`src/rtl/gpio_amm_master.sv`:
```
// Avalon-MM initiator for the GPIO register port: one host command in, one
// Avalon-MM transfer out, one response back, with a hung-slave timeout.
module gpio_amm_master #(
    parameter int AMM_WIDTH  = 8,
    parameter int ADDR_WIDTH = 4,
    parameter int TIMEOUT    = 255
) (
    input  logic                  clk_i,
    input  logic                  rst_i,
    input  logic                  cmd_valid_i,
    output logic                  cmd_ready_o,
    input  logic                  cmd_write_i,
    input  logic [ADDR_WIDTH-1:0] cmd_address_i,
    input  logic [AMM_WIDTH-1:0]  cmd_writedata_i,
    output logic                  rsp_valid_o,
    input  logic                  rsp_ready_i,
    output logic [AMM_WIDTH-1:0]  rsp_readdata_o,
    output logic                  rsp_error_o,
    output logic [ADDR_WIDTH-1:0] amm_address_o,
    output logic                  amm_write_o,
    output logic                  amm_read_o,
    output logic [AMM_WIDTH-1:0]  amm_writedata_o,
    input  logic                  amm_waitrequest_i,
    input  logic [AMM_WIDTH-1:0]  amm_readdata_i,
    input  logic                  amm_readdatavalid_i
);

    localparam int CNT_W = (TIMEOUT > 0) ? $clog2(TIMEOUT + 1) : 1;
    localparam logic [CNT_W:0] TIMEOUT_VAL = (CNT_W + 1)'(TIMEOUT);

    typedef enum logic [2:0] {
        ST_IDLE    = 3'd0,
        ST_WR      = 3'd1,
        ST_RD      = 3'd2,
        ST_RD_WAIT = 3'd3,
        ST_RSP     = 3'd4
    } state_t;

    state_t                  state_r;
    logic                    ready_r;
    logic                    amm_wr_r;
    logic                    amm_rd_r;
    logic [ADDR_WIDTH-1:0]   addr_r;
    logic [AMM_WIDTH-1:0]    wdata_r;
    logic                    rsp_valid_r;
    logic                    rsp_err_r;
    logic [AMM_WIDTH-1:0]    rsp_data_r;
    logic [CNT_W-1:0]        cnt_r;
    logic [CNT_W:0]          cnt_inc_s;
    logic                    timeout_hit_s;

    assign cmd_ready_o     = ready_r;
    assign amm_write_o     = amm_wr_r;
    assign amm_read_o      = amm_rd_r;
    assign amm_address_o   = addr_r;
    assign amm_writedata_o = wdata_r;
    assign rsp_valid_o     = rsp_valid_r;
    assign rsp_error_o     = rsp_err_r;
    assign rsp_readdata_o  = rsp_data_r;

    // Flag the busy cycle that would use up the timeout budget
    always_comb begin
        cnt_inc_s = {1'b0, cnt_r} + {{CNT_W{1'b0}}, 1'b1};
        if (TIMEOUT > 0) begin
            timeout_hit_s = (cnt_inc_s == TIMEOUT_VAL);
        end else begin
            timeout_hit_s = 1'b0;
        end
    end

    // Transfer sequencer; completion is tested before the timeout so it wins a tie
    always_ff @(posedge clk_i or negedge rst_i) begin
        if (!rst_i) begin
            state_r     <= ST_IDLE;
            ready_r     <= 1'b1;
            amm_wr_r    <= 1'b0;
            amm_rd_r    <= 1'b0;
            addr_r      <= '0;
            wdata_r     <= '0;
            rsp_valid_r <= 1'b0;
            rsp_err_r   <= 1'b0;
            rsp_data_r  <= '0;
            cnt_r       <= '0;
        end else begin
            case (state_r)
                ST_IDLE: begin
                    if (cmd_valid_i && ready_r) begin
                        ready_r <= 1'b0;
                        addr_r  <= cmd_address_i;
                        wdata_r <= cmd_writedata_i;
                        cnt_r   <= '0;
                        if (cmd_write_i) begin
                            amm_wr_r <= 1'b1;
                            state_r  <= ST_WR;
                        end else begin
                            amm_rd_r <= 1'b1;
                            state_r  <= ST_RD;
                        end
                    end
                end
                ST_WR: begin
                    if (!amm_waitrequest_i) begin
                        amm_wr_r    <= 1'b0;
                        rsp_data_r  <= '0;
                        rsp_err_r   <= 1'b0;
                        rsp_valid_r <= 1'b1;
                        state_r     <= ST_RSP;
                    end else if (timeout_hit_s) begin
                        amm_wr_r    <= 1'b0;
                        rsp_data_r  <= '0;
                        rsp_err_r   <= 1'b1;
                        rsp_valid_r <= 1'b1;
                        state_r     <= ST_RSP;
                    end else begin
                        cnt_r <= cnt_inc_s[CNT_W-1:0];
                    end
                end
                ST_RD: begin
                    if (!amm_waitrequest_i && amm_readdatavalid_i) begin
                        amm_rd_r    <= 1'b0;
                        rsp_data_r  <= amm_readdata_i;
                        rsp_err_r   <= 1'b0;
                        rsp_valid_r <= 1'b1;
                        state_r     <= ST_RSP;
                    end else if (timeout_hit_s) begin
                        amm_rd_r    <= 1'b0;
                        rsp_data_r  <= '0;
                        rsp_err_r   <= 1'b1;
                        rsp_valid_r <= 1'b1;
                        state_r     <= ST_RSP;
                    end else if (!amm_waitrequest_i) begin
                        amm_rd_r <= 1'b0;
                        cnt_r    <= cnt_inc_s[CNT_W-1:0];
                        state_r  <= ST_RD_WAIT;
                    end else begin
                        cnt_r <= cnt_inc_s[CNT_W-1:0];
                    end
                end
                ST_RD_WAIT: begin
                    if (amm_readdatavalid_i) begin
                        rsp_data_r  <= amm_readdata_i;
                        rsp_err_r   <= 1'b0;
                        rsp_valid_r <= 1'b1;
                        state_r     <= ST_RSP;
                    end else if (timeout_hit_s) begin
                        rsp_data_r  <= '0;
                        rsp_err_r   <= 1'b1;
                        rsp_valid_r <= 1'b1;
                        state_r     <= ST_RSP;
                    end else begin
                        cnt_r <= cnt_inc_s[CNT_W-1:0];
                    end
                end
                ST_RSP: begin
                    if (rsp_ready_i) begin
                        rsp_valid_r <= 1'b0;
                        ready_r     <= 1'b1;
                        state_r     <= ST_IDLE;
                    end
                end
                default: begin
                    state_r     <= ST_IDLE;
                    ready_r     <= 1'b1;
                    amm_wr_r    <= 1'b0;
                    amm_rd_r    <= 1'b0;
                    rsp_valid_r <= 1'b0;
                    rsp_err_r   <= 1'b0;
                end
            endcase
        end
    end

endmodule

```
`config.mk`:
```
export PLATFORM = sky130hd
export DESIGN_NAME = gpio_amm_master
export DESIGN_NICKNAME = d
export VERILOG_FILES = /design/src/rtl/gpio_amm_master.sv
export SDC_FILE = /design/constraint.sdc
export NUM_CORES = 1
export LEC_CHECK = 0
export ABC_CLOCK_PERIOD_IN_PS = 3950
export CAP_MARGIN = 40
export CORE_MARGIN = 2
export CORE_UTILIZATION = 30
export DETAILED_ROUTE_END_ITERATION = 16
export PLACE_DENSITY = 0.64
export SETUP_SLACK_MARGIN = 0.5
export SLEW_MARGIN = 10
export SYNTH_ARGS = -nofsm -noshare
export SYNTH_HDL_FRONTEND = slang
export SYNTH_SLANG_ARGS = --single-unit
```
`constraint.sdc`:
```
create_clock -name clk_i -period 3.95 [get_ports clk_i]
set_input_delay 0.395 -clock clk_i [delete_from_list [all_inputs] [get_ports clk_i]]
set_output_delay 0.395 -clock clk_i [all_outputs]
set_load 0.01 [all_outputs]
```
==> After elaboration in Yosys (flattened, before gate mapping) <==
Cells that the tools add are included.
{ "op_classes": {"reduce_logical": 17, "n_bitwise": 4, "eq_ne": 14, "add_sub_neg": 1, "muxes": 46} }
{ "op_table": {"columns": ["op", "n"], "rows": [
  ["$mux 8", 9],
  ["$pmux 8 s4", 1],
  ["$mux 3", 8],
  ["$pmux 8 s3", 1],
  ["$mux 1", 20],
  ["$pmux 3 s5", 1],
  ["$ne 2x2->1 const B", 7],
  ["$add 8x1->9 const B", 1],
  ["$eq 9x8->1 const B", 1],
  ["$pmux 1 s3", 3],
  ["$reduce_or 3->1", 3],
  ["$reduce_and 4->1", 2],
  ["$eq 3x2->1 const B", 2],
  ["$reduce_and 3->1", 2],
  ["$pmux 1 s5", 1],
  ["$reduce_and 5->1", 1],
  ["$ne 4x4->1 const B", 1],
  ["$not 1->1", 4],
  ["$pmux 1 s4", 1],
  ["$reduce_and 2->1", 2],
  ["$reduce_bool 4->1", 1],
  ["$eq 3x1->1 const B", 1],
  ["$eq 3x3->1 const B", 1],
  ["$logic_not 3->1", 1],
  ["6 further kinds", 7]
]} }
{ "word_totals": {"regBits": 36, "input_bits": 27, "out_inout_bits": 25, "elab_cells": 92} }

==> Logic depth before layout (Yosys ltp) <==
{ "logic_depth": {"ltp_word": 5, "ltp_mapped": 8} }

==> Worst setup path after synthesis <==
No wires, ideal clock.
{ "synth_timing": {"kind": "register to register", "start": "reg cnt_r[0]", "end": "reg rsp_data_r[0] (netlist: rsp_readdata_o[0])", "arrival_time_ns": 1.631, "setup_time_ns": 0.121, "n_path_buf": 1, "path_slack_ns": 2.198, "stages_incl_launch_ff": 8, "cell_sequence": "dfrtp_1 > ha_1 > xnor2_1 > nor3_1 > a31oi_1 > or2_1 > buf_2 > a22o_1"} }
{ "synth_via": {"elab_chain_len": 5, "word_cells_on_any_way": 7} }
{ "synth_rtl": {"columns": ["element", "line", "rtl"], "rows": [
  ["start: declaration", "48", "logic [CNT_W-1:0] cnt_r;"],
  ["start signal: assignment", "115", "cnt_r <= cnt_inc_s[CNT_W-1:0];"],
  ["start signal: assignment", "133", "cnt_r <= cnt_inc_s[CNT_W-1:0];"],
  ["start signal: assignment", "136", "cnt_r <= cnt_inc_s[CNT_W-1:0];"],
  ["$add 8x1->9 (*)", "63", "cnt_inc_s = {1'b0, cnt_r} + {{CNT_W{1'b0}}, 1'b1};"],
  ["$eq 9x8->1 (*)", "65", "timeout_hit_s = (cnt_inc_s == TIMEOUT_VAL);"],
  ["$mux 8 (*)", null, null],
  ["$mux 8, on equally long branches", null, null],
  ["$pmux 8 s3 (*)", null, null],
  ["end signal: assignment", "121", "rsp_data_r <= amm_readdata_i;"],
  ["end signal: assignment", "141", "rsp_data_r <= amm_readdata_i;"],
  ["end: declaration", "47", "logic [AMM_WIDTH-1:0] rsp_data_r;"]
]} }
Every way passes the cells marked *; elsewhere a longest branch is shown, timed or not.
A chain may end at the register's enable or synchronous reset.

==> Worst setup path in the final report <==
{ "layout_timing": {"start": "reg state_r[1]", "end": "reg cnt_r[0]"} }
{ "layout_via": {"elab_chain_len": 3, "word_cells_on_any_way": 11} }
{ "layout_rtl": {"columns": ["element", "line", "rtl"], "rows": [
  ["start: declaration", "39", "state_t state_r;"],
  ["start signal: assignment", "74", "state_r <= ST_IDLE;"],
  ["start signal: assignment", "94", "state_r <= ST_WR;"],
  ["start signal: assignment", "97", "state_r <= ST_RD;"],
  ["$eq 3x2->1, or another cell as far along", "85", "case (state_r)"],
  ["$reduce_bool 4->1 (no line) / $ne 2x2->1 (equally long branches)", null, null],
  ["$reduce_and 5->1 (no line)", null, null]
]} }
Several ways; a longest one is shown, not always the timed one.

==> reports/qor.yml <==
drt_iter0_drc: 70
clock.fmax_mhz: 446
clkSinkCount: 36
grt_max_degree: 20
placed_cell_area_um2: 2290
status: "completed"
finalCritPeriodShare_pct: 56.8
period_needed_ns: 2.24
dieArea_um2: 6280
chipWidth_um: 79.2
fin_skew_ns: 0.00318
cp-start-kind: "flip-flop"
ir_worst_vdd_mv: 0.329
cp_max_fo: 11
clk_pin_slew_ns: 0.07
cts_tree: "done"
postCtsSetupRepairBufs: 0
wl_per_cell_um: 13.9
arrival_ns: 2.42
clockBufferDepth: 2
p_per_area_nw_per_um2: 695
antenna_found_initial: 0
slew_viol_final: 0
place_inst: 282
htreeDepth: 2
fin_nets: 246
rsz0062_at_grt: "no"
vias_per_cell: 4.90
num_antenna_cells: 0
critPathKind: "reg2reg"
synthesis.nets: 194
netlist_area_um2: 1700
ys_warn_count: 0
clock_latency_ns: 0.28
cts_buffers: 5
finalInstanceArea_um2: 2400
synth.top_cell.area_share_pct: 51.6
leakagePower_nw: 1.00
netlist-cell-type-count: 38
core_area_um2: 5470
worst_pin_slew_ns: 0.619
numPortBuffers: 51
dr.pass1.iters: 4
maxCapViolCount: 0
hold_buffers: 0
stdcell_count: 290
routed_wl_um: 4030
rows: 27
synthArstFlopShare_pct: 100
synth_cells: 165
vias: 1421
hold_viol: 0
finalSetupViolCount: 0
grt_usage_pct: 13.6
gp_congestion: 0.837
ios: 52
synthFlopType: "dfrtp_1"
initial_core_util_pct: 31.0
drc: 0
grt_overflow: 0
yosysSeqAreaShare_pct: 53.1
yosysTopAreaCell: "dfrtp_1"
drtAntennaViolNets: 0
layout-drive-gt1-share_pct: 11.9
ys_ff_latch: 36
crit_required_ns: 4.13
syn2layout_area_growth_pct: 41.3
setup_tns_ns: 0
postLayoutCoreUtil_pct: 43.8
total_power_mw: 1.67
grt_pass1_vias: 1405
post_cts_resized: 0
avgSynthCellArea_um2: 10.3
timing.critical_path.to_type: "flip-flop"
synthTopCellsByArea: "dfrtp_1 (52%), mux2_2 (8.0%), a22o_1 (4.1%)"
max_slew_margin_pct: 58.6
hpwl_um: 2990
synth_edf_count: 0
worstHoldPathType: "in2async"
grt_pass1_wl_um: 6630
cts-root-buf: "clkbuf_8"
nFillCells: 536
chipHeight_um: 79.2
## Yosys cell counts, types with 2 or more instances
library cell / instances
a21oi_1: 12
a22o_1: 8
a31oi_1: 3
and2_1: 2
buf_2: 3
clkbuf_1: 4
dfrtp_1: 35
ha_1: 2
inv_1: 4
mux2_2: 12
nand2_1: 15
nand2b_1: 3
nand3_1: 10
nand4_1: 2
nor2_1: 16
nor2b_1: 2
nor3_1: 3
o211ai_1: 2
o21ai_0: 6
or4_1: 2
xnor2_1: 2
## kinds of logic (layout without fill, tap and decap cells)
kind of cell	count (synthesis)	in the layout	synth area share, %
DFF	36	36	53.1
and+or+nand+nor	58	58	16.1
xor gates and xnor gates	3	3	1.55
buffers and inverters	12	65	3.09
muxes	13	13	8.55
adders and majority gates	2	2	1.47
AOI/OAI and AO/OA	41	41	16.1
## power breakdown
| group | total, mW | internal, mW | switching [mW] |
|---|---|---|---|
| registers | 0.637 | 0.514 | 0.124 |
| clock network | 0.315 | 0.187 | 0.128 |
| logic | 0.715 | 0.397 | 0.318 |
## state kept, by name, indices dropped and copies added (netlist names), 3 cells and up
| name | flops |
|---|---|
| state_r | 3 |
| amm_address_o | 4 |
| cnt_r | 8 |
| amm_writedata_o | 8 |
| rsp_readdata_o | 8 |
## stage by stage
step	hold WS (ns)	setup WS, ns
2_1_floorplan	0.0994	2.20
3_5_place_dp	0.392	1.71
4_1_cts	0.0787	1.68
6_report	0.0629	1.71
5_1_grt	0.0850	1.50
3_3_place_gp	0.474	1.42
## worst paths after layout
path,depth (start not counted),endpoint,slack (ns),startpoint
worst max-delay path,5,cnt_r[0],1.71,state_r[1]
worst min-delay path,1,cnt_r[5],0.06,rst_i
worst max register to register,5,cnt_r[0],1.71,state_r[1]
worst min register to register,2,rsp_valid_o,0.50,rsp_valid_o
max in group asynchronous,2,cmd_ready_o,3.34,rst_i
min in group clk_i,2,rsp_valid_o,0.50,rsp_valid_o
## metal layers
layer  GRT usage [%]  wire length, um
met1            18.2             1850
met4            6.55               72
met2            21.0             1940
met5               0                0
met3            2.73              171
## layout make-up
cell class                 count  area, um2  share of cell area [%]
sequential                    36        902                    37.6
multi-input combinational    117        743                    31.0
timing repair buffer          53        541                    22.5
tap                           72       90.1                    3.76
clock buffer                   6       72.6                    3.03
clock inverter                 2       35.0                    1.46
inverter                       4       15.0                   0.626
## cell usage in the layout, fill, tap and decap left out, types with 3 or more instances in the layout
| cell type | count |
|---|---|
| clkdlybuf4s50_1 | 50 |
| dfrtp_1 | 35 |
| a31oi_1 | 3 |
| nand3_1 | 10 |
| inv_1 | 4 |
| o21ai_0 | 6 |
| mux2_2 | 12 |
| clkbuf_8 | 5 |
| nand2b_1 | 3 |
| a22o_1 | 8 |
| nand2_1 | 15 |
| nor2_1 | 16 |
| nor3_1 | 3 |
| a21oi_1 | 12 |
## critical path, stage by stage, from the launching register on
cell     delay, ns
dfrtp_1       0.48
nor2_1        0.53
nand3_1       0.27
a21oi_1       0.39
o21ai_0       0.22
a21bo_2       0.25
Note: power is estimated with default switching activity, not from simulation.
==> patch 1, RTL diff (same flow settings) <==
Change the parameter `ADDR_WIDTH` from 4 to 6.
--- a/src/rtl/gpio_amm_master.sv
+++ b/src/rtl/gpio_amm_master.sv
@@ -2,7 +2,7 @@
 // Avalon-MM transfer out, one response back, with a hung-slave timeout.
 module gpio_amm_master #(
     parameter int AMM_WIDTH  = 8,
-    parameter int ADDR_WIDTH = 4,
+    parameter int ADDR_WIDTH = 6,
     parameter int TIMEOUT    = 255
 ) (
     input  logic                  clk_i,
Ports: changed (resized amm_address_o and cmd_address_i); port bits go from 52 to 56. The function was not compared with the original's and may differ.
==> patch 1 against the original RTL <==
Wire length increased by 11%; non-clock buffer count increased by 4; worst setup slack got worse by 0.18 ns; hold slack improved by 0.42 ns; synthesized area increased by 9.3%; count of clock-buffer cells in the layout grew 2; design area rose by 7.4%; total power rose by 5.8%; sequential cell count grew 2; critical path type unchanged.
==> patch 1: results (changes against the original RTL) <==
Run status - finished, final reports clean (unchanged)
GRT Total Usage - 14.8% (was 13.6%)
Worst-case clock buffer depth - 2 (unchanged)
Vias in the first global route - 1620 (was 1405)
Total nets after synthesis - 208 (was 194)
Worst-margin pin slew - 0.753 ns (was 0.619 ns)
Post-synth top cells - dfrtp_1, nand2_1, mux2_2 (was dfrtp_1, nor2_1, nand2_1)
# resized after CTS - 0 (unchanged)
Clk pin slew, worst setup/hold paths - 0.08 ns
Slowest CP cell - a2111o_1 (was nor2_1)
1st-iter DRT viols - 135 (was 70)
First-pass GRT wire length - 7650 µm (was 6630 µm)
Final setup violation count - 0 (unchanged)
CP max FO - 17 (was 11)
IO buf count - 55 (was 51)
Area contributors post-synth - dfrtp_1, mux2_2, nand2_1, a22o_1, nand3_1 (was dfrtp_1, mux2_2, a22o_1, a21oi_1, nor2_1)
Vias/cell - 5.11 (was 4.90)
Netlist cell types - 43 (was 38)
Post-DP HPWL - 3170 µm (was 2990 µm)
Num CTS Buffers - 5 (unchanged)
Drt total wl - 4480 µm (was 4030 µm)
CTS Root Cell - clkbuf_8 (unchanged)
Fraction of registers with async set/reset - 100% (unchanged)
Largest stage delay, worst path - 0.66 ns (was 0.53 ns)
Clock skew - 0.00959 ns (was 0.00318 ns)
Peak VDD IR - 0.265 mV (was 0.329 mV)
Nets@finish - 263 (was 246)
Routability cong. - 0.738 (was 0.837)
Cell Area, Placed - 0.00248 mm² (was 0.00229 mm²)
Worst-Skew Late Latency - 0.30 ns (was 0.28 ns)
Crit path max-delay family - compound AO/OA/AOI/OAI gates (unchanged)
Pleak - 1.06 nW (was 1.00 nW)
Sequential-to-total area share from yosys stat - 51.3% (was 53.1%)
Share of layout cells above drive strength 1 - 11.2% (was 11.9%)
Largest net degree at the start of global routing - 32 (was 20)
patch 1: kinds of logic (layout without fill, tap and decap cells):
kind of cell    Yosys count  count (layout)  synth area share [%]
compound gates           49              49                  20.0
xor+xnor                  3               3                  1.42
fa+ha+maj                 2               2                  1.35
buf+inv                  13              69                  2.90
flops                    38              38                  51.3
mux                      14              14                  8.50
simple gates             58              58                  14.6
patch 1: per-layer routing:
metal / track usage (%) / up-vias / share of wire (%)
met4: 6.07 / 0 / 1.9
met1: 18.2 / 756 / 44
met3: 4.57 / 8 / 6.6
met2: 24.3 / 49 / 48
li1: - / 762 / -
met5: 0 / - / 0
patch 1: final timing paths:
kind,startpoint,endpoint,slack [ns],cells past startpoint
hold reg to reg,rsp_valid_o,rsp_valid_o,0.48,2
setup reg to reg,cnt_r[1],rsp_readdata_o[1],1.52,6
min in group clk_i,rsp_valid_o,rsp_valid_o,0.48,2
max in group asynchronous,rst_i,cmd_ready_o,2.97,3
hold / removal,rst_i,amm_writedata_o[4],0.48,2
setup / recovery,cnt_r[1],rsp_readdata_o[1],1.52,6
patch 1: cell type report:
| type | count | area, µm² |
|---|---|---|
| multi-input cells | 126 | 850 |
| clock buffers | 8 | 90.1 |
| repair buffers | 57 | 576 |
| well taps | 75 | 93.8 |
| fillers | 575 | 3380 |
| flip-flops and latches | 38 | 952 |
| inverters | 4 | 15.0 |
patch 1: repair_timing:
action / in CTS / in global routing
endpoints found under the setup margin: 0 / 0
hold endpoints to repair: 7 / 0
hold buffers: 1 / 0
patch 1: per-stage QoR:
step	setup WS, ns	util [%]	std cells
final	1.52	43.3	308
after global routing	1.36	43.3	308
after CTS	1.53	43.3	308
after detailed placement	1.41	41.6	299
after global placement	1.41	41.2	298
after floorplan	1.88	-	177
patch 1: worst reg2reg max path: cells and delay by family, from the launching register on:
kind | cells | cell delay, ns
adders and majority gates | 1 | 0.23
AOI/OAI and AO/OA | 3 | 1.19
and+or+nand+nor | 2 | 0.49
DFF | 1 | 0.39
patch 1: power by group:
group	internal [mW]	switching [mW]
Combinational	0.444	0.353
Clock	0.142	0.133
Sequential	0.551	0.141
==> patch 2, RTL diff (config.mk and constraints unchanged) <==
Made on the original files. The 5 states of `state_t` get a one-hot encoding in 5 bits.
--- a/src/rtl/gpio_amm_master.sv
+++ b/src/rtl/gpio_amm_master.sv
@@ -28,12 +28,12 @@
     localparam int CNT_W = (TIMEOUT > 0) ? $clog2(TIMEOUT + 1) : 1;
     localparam logic [CNT_W:0] TIMEOUT_VAL = (CNT_W + 1)'(TIMEOUT);
 
-    typedef enum logic [2:0] {
-        ST_IDLE    = 3'd0,
-        ST_WR      = 3'd1,
-        ST_RD      = 3'd2,
-        ST_RD_WAIT = 3'd3,
-        ST_RSP     = 3'd4
+    typedef enum logic [4:0] {
+        ST_IDLE    = 5'b00001,
+        ST_WR      = 5'b00010,
+        ST_RD      = 5'b00100,
+        ST_RD_WAIT = 5'b01000,
+        ST_RSP     = 5'b10000
     } state_t;
 
     state_t                  state_r;
Behaviour: no difference found for any inputs over 10 cycles, from zero or initial values and one cycle with rst_i low; not proved beyond that.
==> patch 2 against the original RTL <==
Wire length increased by 8.8%; via count increased by 9.2%; design area increased by 10%; hold slack improved by 0.0032 ns; worst setup slack got worse by 0.29 ns; total power increased by 6.6%; synthesized area increased by 15%; sequential cell count increased by 2; highest routed layer unchanged.
==> patch 2: results (changes against the original RTL) <==
Clk pin slew, worst setup/hold paths - 0.07 ns (about the same)
Num CTS Buffers - 5 (unchanged)
Area contributors post-synth - dfrtp_1, mux2_2, a22o_1, nand2_1, dfstp_2 (was dfrtp_1, mux2_2, a22o_1, a21oi_1, nor2_1)
GRT Total Usage - 12.8% (was 13.6%)
# resized after CTS - 0 (unchanged)
Pleak - 1.15 nW (was 1.00 nW)
Share of layout cells above drive strength 1 - 14.5% (was 11.9%)
Nets@finish - 263 (was 246)
Vias in the first global route - 1519 (was 1405)
CP max FO - 7 (was 11)
Slowest CP cell - nor3_1 (was nor2_1)
Ys flop type - dfrtp_1 (unchanged)
CTS Root Cell - clkbuf_8 (unchanged)
R2R depth - 6 (was 5)
Total nets after synthesis - 210 (was 194)
Cell count after synthesis - 181 (was 165)
IO buf count - 51 (unchanged)
Largest stage delay, worst path - 0.49 ns (was 0.53 ns)
TritonRoute pass-1 iters - 4 (unchanged)
Clock H-tree levels - 2 (unchanged)
Crit path max-delay family - compound AO/OA/AOI/OAI gates (unchanged)
Postcts setup bufs - 0 (unchanged)
1st-iter DRT viols - 107 (was 70)
Cell Area, Placed - 0.00255 mm² (was 0.00229 mm²)
Largest net degree at the start of global routing - 21 (was 20)
Worst-case clock buffer depth - 2 (unchanged)
Post-DP HPWL - 3150 µm (was 2990 µm)
YS warnings - 0 (unchanged)
Antenna violations before repair - 0 (unchanged)
Detailed-route via count - 1552 (was 1421)
Post-synth top cells - dfrtp_1, nand2_1, mux2_2, nor2_1, a22o_1 (was dfrtp_1, nor2_1, nand2_1)
WL/cell - 14.1 µm (was 13.9 µm)
Fraction of registers with async set/reset - 100% (unchanged)
Netlist cell types - 50 (was 38)
Fill cells - 647 (was 536)
Fin cells - 312 (was 290)
Sequential-to-total area share from yosys stat - 48.7% (was 53.1%)
First-pass GRT wire length - 7330 µm (was 6630 µm)
Worst-margin pin slew - 0.763 ns (was 0.619 ns)
Crit path DAT - 2.71 ns (was 2.42 ns)
Clock skew - 0.00824 ns (was 0.00318 ns)
Routability cong. - 0.878 (was 0.837)
Hold WC Path Type - input pin to async pin (unchanged)
Peak VDD IR - 0.395 mV (was 0.329 mV)
Run status - finished, final reports clean (unchanged)
Placed insts - 304 (was 282)
patch 2: layout make-up:
cell class,instances,share of cell area [%]
inverters,5,0.710
clock inverters,1,0.189
clock buffers,7,3.27
well taps,77,3.64
multi-input cells,131,35.7
flip-flops and latches,38,36.1
repair buffers,53,20.4
patch 2: where the power goes:
group | internal [mW] | leakage (nW) | switching (mW)
Sequential | 0.547 | 0.477 | 0.123
Combinational | 0.460 | 0.620 | 0.376
Clock | 0.141 | 0.0482 | 0.131
Total | 1.15 | 1.15 | 0.630
patch 2: final timing paths:
check                       startpoint          end  slack, ns
hold reg to reg            cmd_ready_o  cmd_ready_o       0.47
setup / recovery            state_r[4]     cnt_r[3]       1.42
min in group clk_i         cmd_ready_o  cmd_ready_o       0.47
hold / removal                   rst_i     cnt_r[2]       0.07
max in group asynchronous        rst_i  cmd_ready_o       3.33
setup reg to reg            state_r[4]     cnt_r[3]       1.42
patch 2: through the flow:
stage                     hold WS (ns)  util, %  setup slack, ns
after floorplan                 0.0994        -             1.70
after global placement           0.460     40.0             1.45
after detailed placement         0.383     40.4             1.47
after CTS                       0.0708     41.9             1.46
after global routing            0.0785     41.9             1.23
final                           0.0662     41.9             1.42
patch 2: logic make-up (layout without fill, tap and decap cells):
family / count (synthesis) / after routing / share of synthesized area [%]
flops: 38 / 38 / 48.7
simple gates: 66 / 66 / 18.6
fa+ha+maj: 2 / 2 / 1.28
buf+inv: 12 / 66 / 3.07
mux: 12 / 12 / 6.91
xor+xnor: 6 / 6 / 2.69
compound gates: 45 / 45 / 18.7
patch 2: routing by layer:
layer  vias up  wire length, µm  GRT usage [%]
met5         -                0              0
met4         0               85           4.76
met3         8              202           3.83
met2        39             1860           17.4
met1       733             2240           19.0
li1        772                -              -
